## config.mk

```make
export PLATFORM = sky130hd
export DESIGN_NAME = mem_arbiter_flat
export DESIGN_NICKNAME = d
export VERILOG_FILES = /design/src/rtl/mem_arbiter_pkg.sv /design/src/rtl/mem_arbiter_if.sv /design/src/rtl/mem_arbiter.sv /design/src/flat_wrapper.sv
export SDC_FILE = /design/constraint.sdc
export NUM_CORES = 1
export LEC_CHECK = 0
export CELL_PAD_IN_SITES_DETAIL_PLACEMENT = 0
export CELL_PAD_IN_SITES_GLOBAL_PLACEMENT = 1
export CORE_AREA = 2 2 285 287
export CTS_CLUSTER_DIAMETER = 80
export DETAILED_ROUTE_END_ITERATION = 8
export DIE_AREA = 0 0 287 289
export GPL_ROUTABILITY_DRIVEN = 0
export HOLD_SLACK_MARGIN = 0.02
export PLACE_DENSITY = 0.65
export SLEW_MARGIN = 20
export SYNTH_ARGS = -nofsm -noshare
export SYNTH_HDL_FRONTEND = slang
export SYNTH_SLANG_ARGS = --single-unit
```

## constraint.sdc

```tcl
create_clock -name CLK -period 15.84 [get_ports CLK]
set_input_delay 3.168 -clock CLK [delete_from_list [all_inputs] [get_ports CLK]]
set_output_delay 3.168 -clock CLK [all_outputs]
set_load 0.01 [all_outputs]
```

## src/rtl/mem_arbiter_pkg.sv

```systemverilog
// Shared definitions for the instruction/data cache memory arbiter.
// The block geometry defaults are also used by the icache and dcache modules.
package mem_arbiter_pkg;

  localparam int ARB_ADDR_W  = 28;   // byte address bits [31:4]
  localparam int ARB_BLOCK_W = 128;  // four 32-bit words per block
  localparam int STARVE_W    = 4;    // holds STARVE_LIMIT values 1..15

  typedef enum logic [1:0] {
    ARB_IDLE    = 2'd0,
    ARB_SERVE_D = 2'd1,
    ARB_SERVE_I = 2'd2,
    ARB_RELEASE = 2'd3
  } arb_state_t;

endpackage

```

## src/rtl/mem_arbiter_if.sv

```systemverilog
// Cache-side and memory-side block-transfer signals of the arbiter.
// master is the arbiter's view; slave is the view of the caches plus memory.
interface mem_arbiter_if import mem_arbiter_pkg::*; #(
  parameter int ADDR_W  = ARB_ADDR_W,
  parameter int BLOCK_W = ARB_BLOCK_W
);

  logic               i_read;
  logic [ADDR_W-1:0]  i_addr;
  logic [BLOCK_W-1:0] i_readdata;
  logic               i_busywait;

  logic               d_read;
  logic               d_write;
  logic [ADDR_W-1:0]  d_addr;
  logic [BLOCK_W-1:0] d_writedata;
  logic [BLOCK_W-1:0] d_readdata;
  logic               d_busywait;

  logic               mem_read;
  logic               mem_write;
  logic [ADDR_W-1:0]  mem_addr;
  logic [BLOCK_W-1:0] mem_writedata;
  logic [BLOCK_W-1:0] mem_readdata;
  logic               mem_done;

  logic [1:0]         grant_debug;

  modport master (
    input  i_read, i_addr, d_read, d_write, d_addr, d_writedata,
           mem_readdata, mem_done,
    output i_readdata, i_busywait, d_readdata, d_busywait,
           mem_read, mem_write, mem_addr, mem_writedata, grant_debug
  );

  modport slave (
    output i_read, i_addr, d_read, d_write, d_addr, d_writedata,
           mem_readdata, mem_done,
    input  i_readdata, i_busywait, d_readdata, d_busywait,
           mem_read, mem_write, mem_addr, mem_writedata, grant_debug
  );

endinterface

```

## src/rtl/mem_arbiter.sv

```systemverilog
// Grants the single memory block port to the dcache (fixed priority) or the
// icache, with a starvation limit that guarantees instruction fetch progress.
module mem_arbiter import mem_arbiter_pkg::*; #(
  parameter int ADDR_W       = ARB_ADDR_W,
  parameter int BLOCK_W      = ARB_BLOCK_W,
  parameter int STARVE_LIMIT = 4
) (
  input  logic          CLK,
  input  logic          RESET,
  mem_arbiter_if.master bus
);

  localparam logic [STARVE_W-1:0] STARVE_MAX = STARVE_LIMIT[STARVE_W-1:0];

  arb_state_t         state_reg;
  logic               mem_read_reg;
  logic               mem_write_reg;
  logic [ADDR_W-1:0]  mem_addr_reg;
  logic [BLOCK_W-1:0] mem_writedata_reg;
  logic [BLOCK_W-1:0] i_readdata_reg;
  logic [BLOCK_W-1:0] d_readdata_reg;
  logic [STARVE_W-1:0] starve_cnt_reg;
  logic               done_i_reg;
  logic               done_d_reg;

  logic d_req;
  logic i_req;
  logic starve_full;

  assign d_req       = bus.d_read | bus.d_write;
  assign i_req       = bus.i_read;
  assign starve_full = (starve_cnt_reg == STARVE_MAX);

  always_ff @(posedge CLK or posedge RESET) begin
    if (RESET) begin
      state_reg         <= ARB_IDLE;
      mem_read_reg      <= 1'b0;
      mem_write_reg     <= 1'b0;
      mem_addr_reg      <= '0;
      mem_writedata_reg <= '0;
      i_readdata_reg    <= '0;
      d_readdata_reg    <= '0;
      starve_cnt_reg    <= '0;
      done_i_reg        <= 1'b0;
      done_d_reg        <= 1'b0;
    end else begin
      case (state_reg)
        ARB_IDLE: begin
          if (d_req && !(i_req && starve_full)) begin
            state_reg         <= ARB_SERVE_D;
            mem_addr_reg      <= bus.d_addr;
            mem_writedata_reg <= bus.d_writedata;
            // A pending write-back always goes out before the refill read.
            mem_write_reg     <= bus.d_write;
            mem_read_reg      <= ~bus.d_write;
            if (i_req && !starve_full) begin
              starve_cnt_reg <= starve_cnt_reg + 1'b1;
            end
          end else if (i_req) begin
            state_reg      <= ARB_SERVE_I;
            mem_addr_reg   <= bus.i_addr;
            mem_read_reg   <= 1'b1;
            mem_write_reg  <= 1'b0;
            starve_cnt_reg <= '0;
          end
        end

        ARB_SERVE_D: begin
          if (bus.mem_done) begin
            if (mem_read_reg) begin
              d_readdata_reg <= bus.mem_readdata;
            end
            mem_read_reg  <= 1'b0;
            mem_write_reg <= 1'b0;
            done_d_reg    <= 1'b1;
            state_reg     <= ARB_RELEASE;
          end
        end

        ARB_SERVE_I: begin
          if (bus.mem_done) begin
            i_readdata_reg <= bus.mem_readdata;
            mem_read_reg   <= 1'b0;
            mem_write_reg  <= 1'b0;
            done_i_reg     <= 1'b1;
            state_reg      <= ARB_RELEASE;
          end
        end

        ARB_RELEASE: begin
          done_i_reg <= 1'b0;
          done_d_reg <= 1'b0;
          state_reg  <= ARB_IDLE;
        end

        default: state_reg <= ARB_IDLE;
      endcase
    end
  end

  // Combinational so a fresh request stalls its pipeline in the same cycle.
  assign bus.i_busywait = i_req & ~done_i_reg;
  assign bus.d_busywait = d_req & ~done_d_reg;

  assign bus.i_readdata    = i_readdata_reg;
  assign bus.d_readdata    = d_readdata_reg;
  assign bus.mem_read      = mem_read_reg;
  assign bus.mem_write     = mem_write_reg;
  assign bus.mem_addr      = mem_addr_reg;
  assign bus.mem_writedata = mem_writedata_reg;
  assign bus.grant_debug   = state_reg;

endmodule

```

## src/flat_wrapper.sv

```systemverilog
// flat-port wrapper written by rule: the top's interface ports become plain ports
module mem_arbiter_flat import mem_arbiter_pkg::*;
#(
  parameter int ADDR_W       = ARB_ADDR_W,
  parameter int BLOCK_W      = ARB_BLOCK_W,
  parameter int STARVE_LIMIT = 4
)
  (CLK, RESET, bus_i_read, bus_i_addr, bus_d_read, bus_d_write, bus_d_addr, bus_d_writedata, bus_mem_readdata, bus_mem_done, bus_i_readdata, bus_i_busywait, bus_d_readdata, bus_d_busywait, bus_mem_read, bus_mem_write, bus_mem_addr, bus_mem_writedata, bus_grant_debug);
  mem_arbiter_if #(.ADDR_W(ADDR_W), .BLOCK_W(BLOCK_W)) bus_i ();
  input  logic CLK;
  input  logic RESET;
  input wire logic [$bits(bus_i.i_read)-1:0] bus_i_read;
  input wire logic [$bits(bus_i.i_addr)-1:0] bus_i_addr;
  input wire logic [$bits(bus_i.d_read)-1:0] bus_d_read;
  input wire logic [$bits(bus_i.d_write)-1:0] bus_d_write;
  input wire logic [$bits(bus_i.d_addr)-1:0] bus_d_addr;
  input wire logic [$bits(bus_i.d_writedata)-1:0] bus_d_writedata;
  input wire logic [$bits(bus_i.mem_readdata)-1:0] bus_mem_readdata;
  input wire logic [$bits(bus_i.mem_done)-1:0] bus_mem_done;
  output wire logic [$bits(bus_i.i_readdata)-1:0] bus_i_readdata;
  output wire logic [$bits(bus_i.i_busywait)-1:0] bus_i_busywait;
  output wire logic [$bits(bus_i.d_readdata)-1:0] bus_d_readdata;
  output wire logic [$bits(bus_i.d_busywait)-1:0] bus_d_busywait;
  output wire logic [$bits(bus_i.mem_read)-1:0] bus_mem_read;
  output wire logic [$bits(bus_i.mem_write)-1:0] bus_mem_write;
  output wire logic [$bits(bus_i.mem_addr)-1:0] bus_mem_addr;
  output wire logic [$bits(bus_i.mem_writedata)-1:0] bus_mem_writedata;
  output wire logic [$bits(bus_i.grant_debug)-1:0] bus_grant_debug;
  assign bus_i.i_read = bus_i_read;
  assign bus_i.i_addr = bus_i_addr;
  assign bus_i.d_read = bus_d_read;
  assign bus_i.d_write = bus_d_write;
  assign bus_i.d_addr = bus_d_addr;
  assign bus_i.d_writedata = bus_d_writedata;
  assign bus_i.mem_readdata = bus_mem_readdata;
  assign bus_i.mem_done = bus_mem_done;
  assign bus_i_readdata = bus_i.i_readdata;
  assign bus_i_busywait = bus_i.i_busywait;
  assign bus_d_readdata = bus_i.d_readdata;
  assign bus_d_busywait = bus_i.d_busywait;
  assign bus_mem_read = bus_i.mem_read;
  assign bus_mem_write = bus_i.mem_write;
  assign bus_mem_addr = bus_i.mem_addr;
  assign bus_mem_writedata = bus_i.mem_writedata;
  assign bus_grant_debug = bus_i.grant_debug;
  mem_arbiter #(.ADDR_W(ADDR_W), .BLOCK_W(BLOCK_W), .STARVE_LIMIT(STARVE_LIMIT)) u_core (.CLK(CLK), .RESET(RESET), .bus(bus_i));
endmodule
```

; ---- After elaboration in Yosys (flattened, before gate mapping)
; Index checks and enable logic that the tools add are counted.
[totals]
elab_cells = 65
in_bits = 318
register_bits = 422
output_inout_bits = 418
[op_classes]
addsub = 1
eq_ne = 9
n_bitwise = 6
n_reduce_logical = 20
mux = 19
[ops]
columns = operator, count
row1 = 2-to-1 mux 28 bit, 2
row2 = 2-to-1 mux 4 bit, 3
row3 = AND reduction 2 bit, 6
row4 = AND reduction 3 bit, 3
row5 = case mux 1 bit (2 select lines), 4
row6 = nonzero test 2 bit, 4
row7 = 2-to-1 mux 1 bit, 6
row8 = 2-to-1 mux 2 bit, 3
row9 = "inequality test 2 bit, second input constant", 3
row10 = case mux 2 bit (3 select lines), 1
row11 = "adder 4 x 1 -> 4 bit, second input constant", 1
row12 = "== test 2 bit, second input constant", 2
row13 = "== test 4 x 3 -> 1 bit, second input constant", 1
row14 = logical AND 1 bit, 3
row15 = "inequality test 3 x 2 -> 1 bit, second input constant", 1
row16 = NOT 1 bit, 3
row17 = bitwise AND 1 bit, 2
row18 = "== test 2 x 1 -> 1 bit, second input constant", 1
row19 = zero test 1 bit, 2
row20 = zero test 2 bit, 1
row21 = "inequality test 2 x 1 -> 1 bit, second input constant", 1
row22 = OR reduction 2 bit, 1
row23 = bitwise OR 1 bit, 1

; ---- Logic depth before layout (Yosys ltp)
; Gate-level depths: netlist (run 1).
[depth]
ltp_word = 6
ltp_mapped = 7
ltp_nobuf = 5

; ---- Worst setup path after synthesis (run 1)
; No wires, ideal clock.
[synth_path]
path_kind = input to output
start = in bus_d_write
end = out bus_d_busywait
t_arrival_ns = 3.777
setup_slack_ns = 8.895
n_path_buf = 1
path_stages = 3
required_ns = 12.672
cell_sequence = nor2_1 -> clkbuf_1 -> nor2_1
[synth_via]
elab_chain_len = 2
[synth_lines]
columns = element, line_no
row1 = start: declaration, flat_wrapper.sv:15  ; input wire logic [$bits(bus_i.d_write)-1:0] bus_d_write;
row2 = bitwise OR 1 bit, mem_arbiter.sv:30  ; assign d_req = bus.d_read | bus.d_write;
row3 = bitwise AND 1 bit, mem_arbiter.sv:103  ; assign bus.d_busywait = d_req & ~done_d_reg;
row4 = end: declaration, flat_wrapper.sv:23  ; output wire logic [$bits(bus_i.d_busywait)-1:0] bus_d_busywait;
; Every way passes these cells.

; ---- Final worst setup path (run 1)
; Ends and elaborated chain as after synthesis.

==> metrics, run 1 <==
status=finished clean; dominant cell by count in the synthesized netlist=dfrtp_1; clk root buf=clkbuf_16; DIE AREA=~0.083 sq mm; WL final=between 50000 and 60000 um; DR WL/cell=slightly below 20 um; die width=approximately 290 um; Final Setup Violations=0; setup_tns=0 ps; initial antenna violation count=2; number of fill cells=~7900; number of synthesized register bits=422; vias in the first global route=about 13000; power per cell area=about 210 mW/mm^2; die height=between 200 and 300 um; post-CTS sizing=0; Pre-Repair DR Iteration Count=4; Synth area leaders=dfrtp_1 (63%), mux2_2 (19%), mux2_4 (9.0%); Num CTS Buffers=51; Worst Path Max Fanout=34; Worst Path Class, Setup=in -> out; post-synth cell types=34; # Post-CTS Setup Buffers=0; Tot GR Track Use=~13%; # nets final=2101; HPWL after detailed placement=a little over 40000 um; Final ANT Viol Nets=0; Seq/Total Area, Yosys=about 63%; CP required=12670 ps; critical path capture point type=primary output; clock sinks=between 400 and 500; drt via density=approximately 4; Synth Flop Type=dfrtp_1; Slew headroom=about 29%; layout cells sized above 1=27.0%; max-slew violations=0; clk buf depth=3; hold buffer count at CTS=0; grt total ovfl=0; I/O pins=about 740; Clock Skews=25.3 ps; initial drt markers=roughly 410; Placement Rows=roughly 100; Static Leak=11.4 nW; Post-Syn Area=about 0.017 sq mm; Yosys warnings=0; Tcrit/Tclk final=roughly half; CTS tree=yes; Core ar.=0.0799 sq mm; Starting Density=about a fifth; Yosys top cell by area=dfrtp_1; syn avg cell area=~16 sq um; htree depth=2; Max VDD drop=between 90 and 100 uV; DR vias=approximately 12000; Final min period=7950 ps; RSZ-0062 raised after global routing=no; residual DRC count=0; largest net degree at the start of global routing=a little over 80; Post-synth EDFFs=0; fmax=126 MHz; Final Util=33.6%; most frequent cells after synthesis=dfrtp_1 (422), mux2_2 (287), mux2_4 (100); top cell type's share of synthesized area=63.2%; Fin. Hold Viols=0; clock slew at reported path FFs=60 ps; Max Cap Viol=0; syn_nets=about 1400; area delta synth->final=60.6%; clock insertion delay at the later pin of the skew report=just under 600 ps; I/O Buffers=~740; startpoint types=primary input; Synth async-reset ratio=between 90% and 100%; Hold Path Class=reg -> reg; first-pass GRT wire length=between 80000 and 90000 um; Data arrival, critical path=about 4800 ps; worst slew pin tran=1070 ps; Mapped Cells=1037
-- worst paths after layout --
check | startpoint | depth (start not counted) | end | slack (ps)
max reg2reg | u_core.starve_cnt_reg[0]$_DFFE_PP0P_ | 7 | u_core.bus.mem_writedata[14]$_DFFE_PP0P_ | 12030
min in group asynchronous | RESET | 2 | u_core.bus.d_readdata[36]$_DFFE_PP0P_ | 3060
max in group asynchronous | RESET | 5 | u_core.bus.mem_writedata[127]$_DFFE_PP0P_ | 9780
min reg2reg | u_core.bus.d_readdata[25]$_DFFE_PP0P_ | 1 | u_core.bus.d_readdata[25]$_DFFE_PP0P_ | 500
min | u_core.bus.d_readdata[25]$_DFFE_PP0P_ | 1 | u_core.bus.d_readdata[25]$_DFFE_PP0P_ | 500
max | bus_d_write | 5 | bus_d_busywait | 7890
-- logic make-up after synthesis --
group                      synth area share [%]
muxes                                      28.4
buffers and inverters                      3.02
adders and majority gates                 0.524
and+or+nand+nor                            2.39
DFF                                        63.2
AOI/OAI and AO/OA                          2.52
-- worst max-delay path: stages --
cell and delay [ps]:
clkdlybuf4s50_1 580, nor2_2 60, buf_4 240, nor2_1 150, clkdlybuf4s50_1 560
-- layer usage --
layer	up-vias	wire [um]	global-route usage, %
met5	-	0	0
met4	0	1840	4.83
met3	91	3790	3.24
met2	421	28900	22.5
met1	5845	21100	14.7
li1	5184	-	-
-- layout by cell type, fill, tap and decap left out, drive strengths merged, types with 2 or more instances in the layout --
master,netlist,layout
clkinv,0,8
buf,48,13
a31oi,31,31
clkbuf,14,78
inv,7,10
nor2,31,31
bufinv,0,5
o22ai,3,3
o21ai,29,29
dfrtp,422,422
nand3,32,32
mux2,387,387
a21oi,3,3
clkdlybuf4s50,0,735
diode,0,2
nor2b,3,3
nand2,6,6
a21o,2,2
ha,7,7
-- stage by stage --
| step | power (mW) | instances | hold WS [ps] | area, sq um | setup WS [ps] |
|---|---|---|---|---|---|
| 6_report | 5.74 | 2879 | 501 | 26800 | 7890 |
| 5_1_grt | 6.06 | 2879 | 510 | 26800 | 7810 |
| 4_1_cts | 5.84 | 2877 | 504 | 26800 | 7900 |
| 3_5_place_dp | 4.56 | 2783 | 491 | 25100 | 7920 |
| 3_3_place_gp | 4.51 | 2783 | 487 | 25100 | 7900 |
| 2_1_floorplan | 3.11 | 1037 | 496 | 16700 | 924 |
-- power breakdown --
part,switching (mW),internal [mW],total (mW)
registers,0.307,1.63,1.93
logic,0.992,1.59,2.58
clock network,0.473,0.756,1.23
total,1.77,3.97,5.74
-- final cells by class --
cell class,count,area [sq um],area share (%)
well taps,1060,1330,4.94
inverters,7,33.8,0.126
diodes,2,5.00,0.0186
repair buffers,748,7460,27.8
clock buffers,78,1550,5.77
clock inverters,16,230,0.858
flip-flops and latches,422,10600,39.3
multi-input cells,546,5680,21.1
(Power assumes the default switching activity.)
==> run 2, diff against run 1 <==
CORE_AREA = 2 2 289 291   (was 2 2 285 287)
DIE_AREA = 0 0 291 293   (was 0 0 287 289)
PLACE_DENSITY = 0.62   (was 0.65)
clock period = 7.4 ns   (was 15.84 ns; I/O delays follow)
==> run 2 against run 1 <==
Against the previous run: combinational power up 110%; clock-buffer cell count decreased by 9; sequential share of layout area up 0.26 points; first-iteration DRC count decreased by 19%; largest power group unchanged.
==> metrics, run 2 (same netlist as run 1, synthesis figures left out) <==
status=finished clean; Final Util=between 30% and 40%; drt via density=approximately 4.0; initial drt markers=roughly 330; die height=approximately 290 um; clk root buf=clkbuf_16; top layer in use=met4; DR WL met3=around 3300 um; critical path capture point type=primary output; worst hold stages=1; grt total ovfl=0; first-pass GRT wire length=between 80000 and 90000 um; Static Leak=around 11 nW; CTS tree=yes; Reg2Reg Setup Slack=~4200 ps; I/O pins=about 740; HPWL after detailed placement=roughly 42000 um; # nets final=2097; Area after DPL=~0.025 sq mm; clock slew at reported path FFs=approximately 50 ps; worst slew pin tran=about 1100 ps; most common cell after layout, fill and taps aside=clkdlybuf4s50_1; Tcrit/Tclk final=around 60%; power per cell area=approximately 450 mW/mm^2; Num CTS Buffers=49; RSZ-0062 raised after global routing=no; Core ar.=about 0.08 sq mm; startpoint types=primary input; vias in the first global route=approximately 13000; clock sinks=between 400 and 500; htree depth=2; max-slew violations=0; most frequent cells in the layout=clkdlybuf4s50_1 (735), dfrtp_1 (422), mux2_2 (287); Final ANT Viol Nets=0; post-CTS sizing=0; Final Instance Area=0.0267 sq mm; Max Cap Viol=0; Data arrival, critical path=2920 ps; Hold Path Class=reg -> reg; switching power=3.75 mW; worst r2r src=u_core.starve_cnt_reg[0]$_DFFE_PP0P_; switching share of power=31.3%; Clock power frac=between 15 and 20%; Fin. Hold Viols=0; # Post-CTS Setup Buffers=0; clock insertion delay at the later pin of the skew report=~590 ps; Placement Rows=roughly 110; initial antenna violation count=5; fmax=approximately 230 MHz; WL met2=30100 um; DR vias=roughly 11000; DR WL/cell=between 15 and 20 um; WL final=between 50000 and 60000 um; Max VDD drop=between 200 and 250 uV; largest net degree at the start of global routing=~150; I/O Buffers=between 700 and 800; Tot GR Track Use=between 10% and 20%; hold buffer count at CTS=0; die width=291 um; clk buf depth=3; CP required=roughly 5900 ps; DIE AREA=between 0.08 and 0.09 sq mm; DRT met1 WL=roughly 21000 um; Hold EP=u_core.bus.d_readdata[85]$_DFFE_PP0P_; Reg-to-Reg End=u_core.bus.mem_writedata[92]$_DFFE_PP0P_; Starting Density=20.4%; Final min period=approximately 4400 ps; area delta synth->final=59.5%; Reg2Reg Depth=6; Worst Path Max Fanout=8; Worst Path Class, Setup=in -> out; Sequential Power Share=between 30% and 40%; Final Setup Violations=0; Comb power frac=a little under half; Pre-Repair DR Iteration Count=4; residual DRC count=0; layout cells sized above 1=a little over a quarter; Clock Skews=approximately 20 ps; Slew headroom=~24%; internal power=a little over 8 mW; hold path start=u_core.bus.d_readdata[85]$_DFFE_PP0P_; setup_tns=0 ps
-- run 2: cell count changes in the layout (fill, tap and decap cells not counted), moves of 3 or more --
cell	delta
buf_12	+4
clkinv_2	+4
buf_4	-4
clkbuf_8	-4
clkbuf_16	-3
bufinv_16	-4
-- run 2: how the worst max path moves through the flow --
stage / cells past startpoint / slack, ps / end / startpoint
floorplan: 1 / 230 / u_core.bus.d_readdata[0]$_DFFE_PP0P_ / RESET
global placement: 5 / 2780 / u_core.bus.mem_writedata[24]$_DFFE_PP0P_ / bus_i_read
detailed placement: 5 / 2710 / u_core.bus.mem_writedata[57]$_DFFE_PP0P_ / bus_i_read
CTS: 3 / 3020 / bus_i_busywait / bus_i_read
global route: 3 / 2950 / bus_i_busywait / bus_i_read
finish: 3 / 3000 / bus_i_busywait / bus_i_read
-- run 2: routing by layer --
layer,vias up,track usage [%]
met1,5740,14.3
met4,0,4.79
li1,5169,-
met5,-,0
met3,96,3.25
met2,396,23.7
-- run 2: cell type report --
type | instances | area, sq um
Clock buffer | 69 | 1410
Antenna cell | 4 | 10.0
Fill cell | 8096 | 55200
Timing Repair Buffer | 746 | 7490
Inverter | 7 | 30.0
Multi-Input combinational cell | 546 | 5680
Tap cell | 1070 | 1340
Clock inverter | 16 | 140
Sequential cell | 422 | 10600
-- run 2: worst max-delay path: stages --
cell             delay, ps
clkdlybuf4s50_1        690
nor2b_1                200
clkdlybuf4s50_1        550
-- run 2: per-stage QoR --
step	power, mW	instances	hold WS, ps	setup WS, ps
floorplan	6.65	1037	496	227
global placement	9.67	2791	487	2780
detailed placement	9.77	2791	491	2710
CTS	12.2	2876	505	3020
global route	12.7	2880	510	2950
finish	12.0	2880	500	3000
-- run 2: power by group through the flow --
| stage | logic, mW | registers, mW | clock network, mW |
|---|---|---|---|
| 5_1_grt | 5.84 | 4.29 | 2.55 |
| 4_1_cts | 5.62 | 4.14 | 2.45 |
| 2_1_floorplan | 2.03 | 4.62 | 0 |
| 3_3_place_gp | 5.54 | 4.12 | 0 |
| 3_5_place_dp | 5.60 | 4.16 | 0 |
| 6_report | 5.51 | 4.13 | 2.35 |
==> run 3, diff against run 2 <==
CORE_AREA = 2 2 285 287   (was 2 2 289 291)
DIE_AREA = 0 0 287 289   (was 0 0 291 293)
PLACE_DENSITY = 0.65   (was 0.62)
clock period = 3.6 ns   (was 7.4 ns; I/O delays follow)
==> run 3 against run 2 <==
Against the previous run: power is 110% higher; worst setup slack worse by 2300 ps; cell count is 0.80% higher; first-iteration DRC count is 13% higher; combinational power is 110% higher; sequential power is 110% higher; critical path depth is 1 higher; clock power is 110% higher; core utilization is 1.3 points higher; sequential share of layout area is 0.54 points lower; hold slack better by 1.6 ps; critical path type unchanged; critical endpoint unchanged; largest power group unchanged.
==> metrics, run 3 (same netlist as run 1, synthesis figures left out) <==
delay-heaviest family, CP=buffers and inverters; Final ANT Viol Nets=0; Area after DPL=around 0.025 sq mm; Final Setup Violations=0; drt via density=around 4.0; clock sinks=approximately 420; Static Leak=11.5 nW; Num CTS Buffers=50; most frequent cells in the layout=clkdlybuf4s50_1 (735), dfrtp_1 (422), mux2_2 (287); die height=roughly 290 um; Reg2Reg Setup Slack=between 1000 and 1500 ps; post-CTS sizing=0; hold_ws=502 ps; Clock Skews=between 20 and 30 ps; crit-path max cell delay=just under 600 ps; power per cell area=roughly 920 mW/mm^2; Pre-Repair DR Iteration Count=4; vias in the first global route=between 10000 and 15000; Final Instance Area=approximately 0.027 sq mm; DIE AREA=a little over 0.08 sq mm; Worst Path Class, Setup=in -> out; DR WL/cell=between 15 and 20 um; startpoint types=primary input; clk buf depth=3; HPWL after detailed placement=between 40000 and 50000 um; Slew headroom=between 40% and 50%; Hold EP=u_core.bus.d_readdata[63]$_DFFE_PP0P_; slowest CP cell=clkdlybuf4s50_1; I/O pins=approximately 740; Core ar.=about 0.08 sq mm; die width=between 200 and 300 um; setup_tns=0 ps; CP Launch Point=bus_i_read; total area of sequential cells=about 0.011 sq mm; CP required=roughly 2900 ps; Non-Filler Instances=2903; fmax=between 300 and 400 MHz; grt total ovfl=0; WL final=between 50000 and 60000 um; worst r2r src=u_core.bus.grant_debug[0]$_DFFE_PP0P_; Starting Density=20.9%; Worst Path Max Fanout=8; cells along the critical path=clkdlybuf4s50_1, buf_4, nor2b_1, clkdlybuf4s50_1; Max Cap Viol=0; Tot GR Track Use=a little over an eighth; Post-Place Cells=approximately 2800; worst hold stages=1; htree depth=2; Reg2Reg Depth=6; most common cell after layout, fill and taps aside=clkdlybuf4s50_1; clock slew at reported path FFs=60 ps; Critical path buffers and inverters=3; worst slew pin tran=roughly 810 ps; hold path start=u_core.bus.d_readdata[63]$_DFFE_PP0P_; clock insertion delay at the later pin of the skew report=roughly 580 ps; area delta synth->final=61.7%; DR vias=between 10000 and 15000; Final Util=33.8%; RSZ-0062 raised after global routing=no; Fin. Hold Viols=0; first-pass GRT wire length=between 80000 and 90000 um; critical path capture point type=primary output; Tcrit/Tclk final=about four fifths; Data arrival, critical path=2220 ps; Most common cell on crit path=clkdlybuf4s50_1; initial antenna violation count=4; hold buffer count at CTS=0; Hold Path Class=reg -> reg; Overall Power=24.9 mW; Setup WS pre-CTS=651 ps; Multi-input gate area=0.00568 sq mm; I/O Buffers=735; # nets final=between 2000 and 2500; number of fill cells=7821; # Post-CTS Setup Buffers=0; Max VDD drop=roughly 410 uV; residual DRC count=0; max-slew violations=0; Placement Rows=between 100 and 150; initial drt markers=around 370; Final min period=about 2900 ps; fin worst setup slack=656 ps; status=finished clean; Reg-to-Reg End=u_core.bus.mem_addr[19]$_DFFE_PP0P_; CTS tree=yes; clk root buf=clkbuf_16; largest net degree at the start of global routing=94; layout cells sized above 1=27.8%
-- run 3: power breakdown --
part	total, mW	internal (mW)	switching, mW
Sequential	8.53	7.16	1.36
Combinational	11.5	7.10	4.37
Clock	4.94	2.93	2.01
Total	24.9	17.2	7.74
-- run 3: worst max-delay path by stage --
stage	endpoint	slack, ps	depth (start not counted)
2_1_floorplan	u_core.bus.d_readdata[0]$_DFFE_PP0P_	-2810	1
3_3_place_gp	bus_i_busywait	580	4
3_5_place_dp	bus_i_busywait	650	4
4_1_cts	bus_i_busywait	650	4
5_1_grt	bus_i_busywait	600	4
6_report	bus_i_busywait	660	4
-- run 3: cell type report --
type	count	share of cell area, %
well taps	1060	4.91
diodes	2	0.0185
repair buffers	781	29.1
clock inverters	9	0.393
inverters	7	0.111
flip-flops and latches	422	39.1
multi-input cells	546	21.0
clock buffers	76	5.43
-- run 3: per-layer routing --
metal / up-vias / share of wire [%] / wire length, um / global-route usage (%)
met1: 5986 / 38 / 21700 / 15.1
met2: 379 / 53 / 30100 / 23.5
li1: 5233 / - / - / -
met5: - / 0.023 / 13 / 0
met3: 86 / 6.0 / 3430 / 3.01
met4: 2 / 2.6 / 1500 / 4.34
-- run 3: worst register-to-register path, stage by stage (launching register included) --
cell and delay (ps):
dfrtp_1 460, inv_1 170, ha_1 330, o31a_2 750
buf_4 340, nor2_1 60, a31oi_1 150
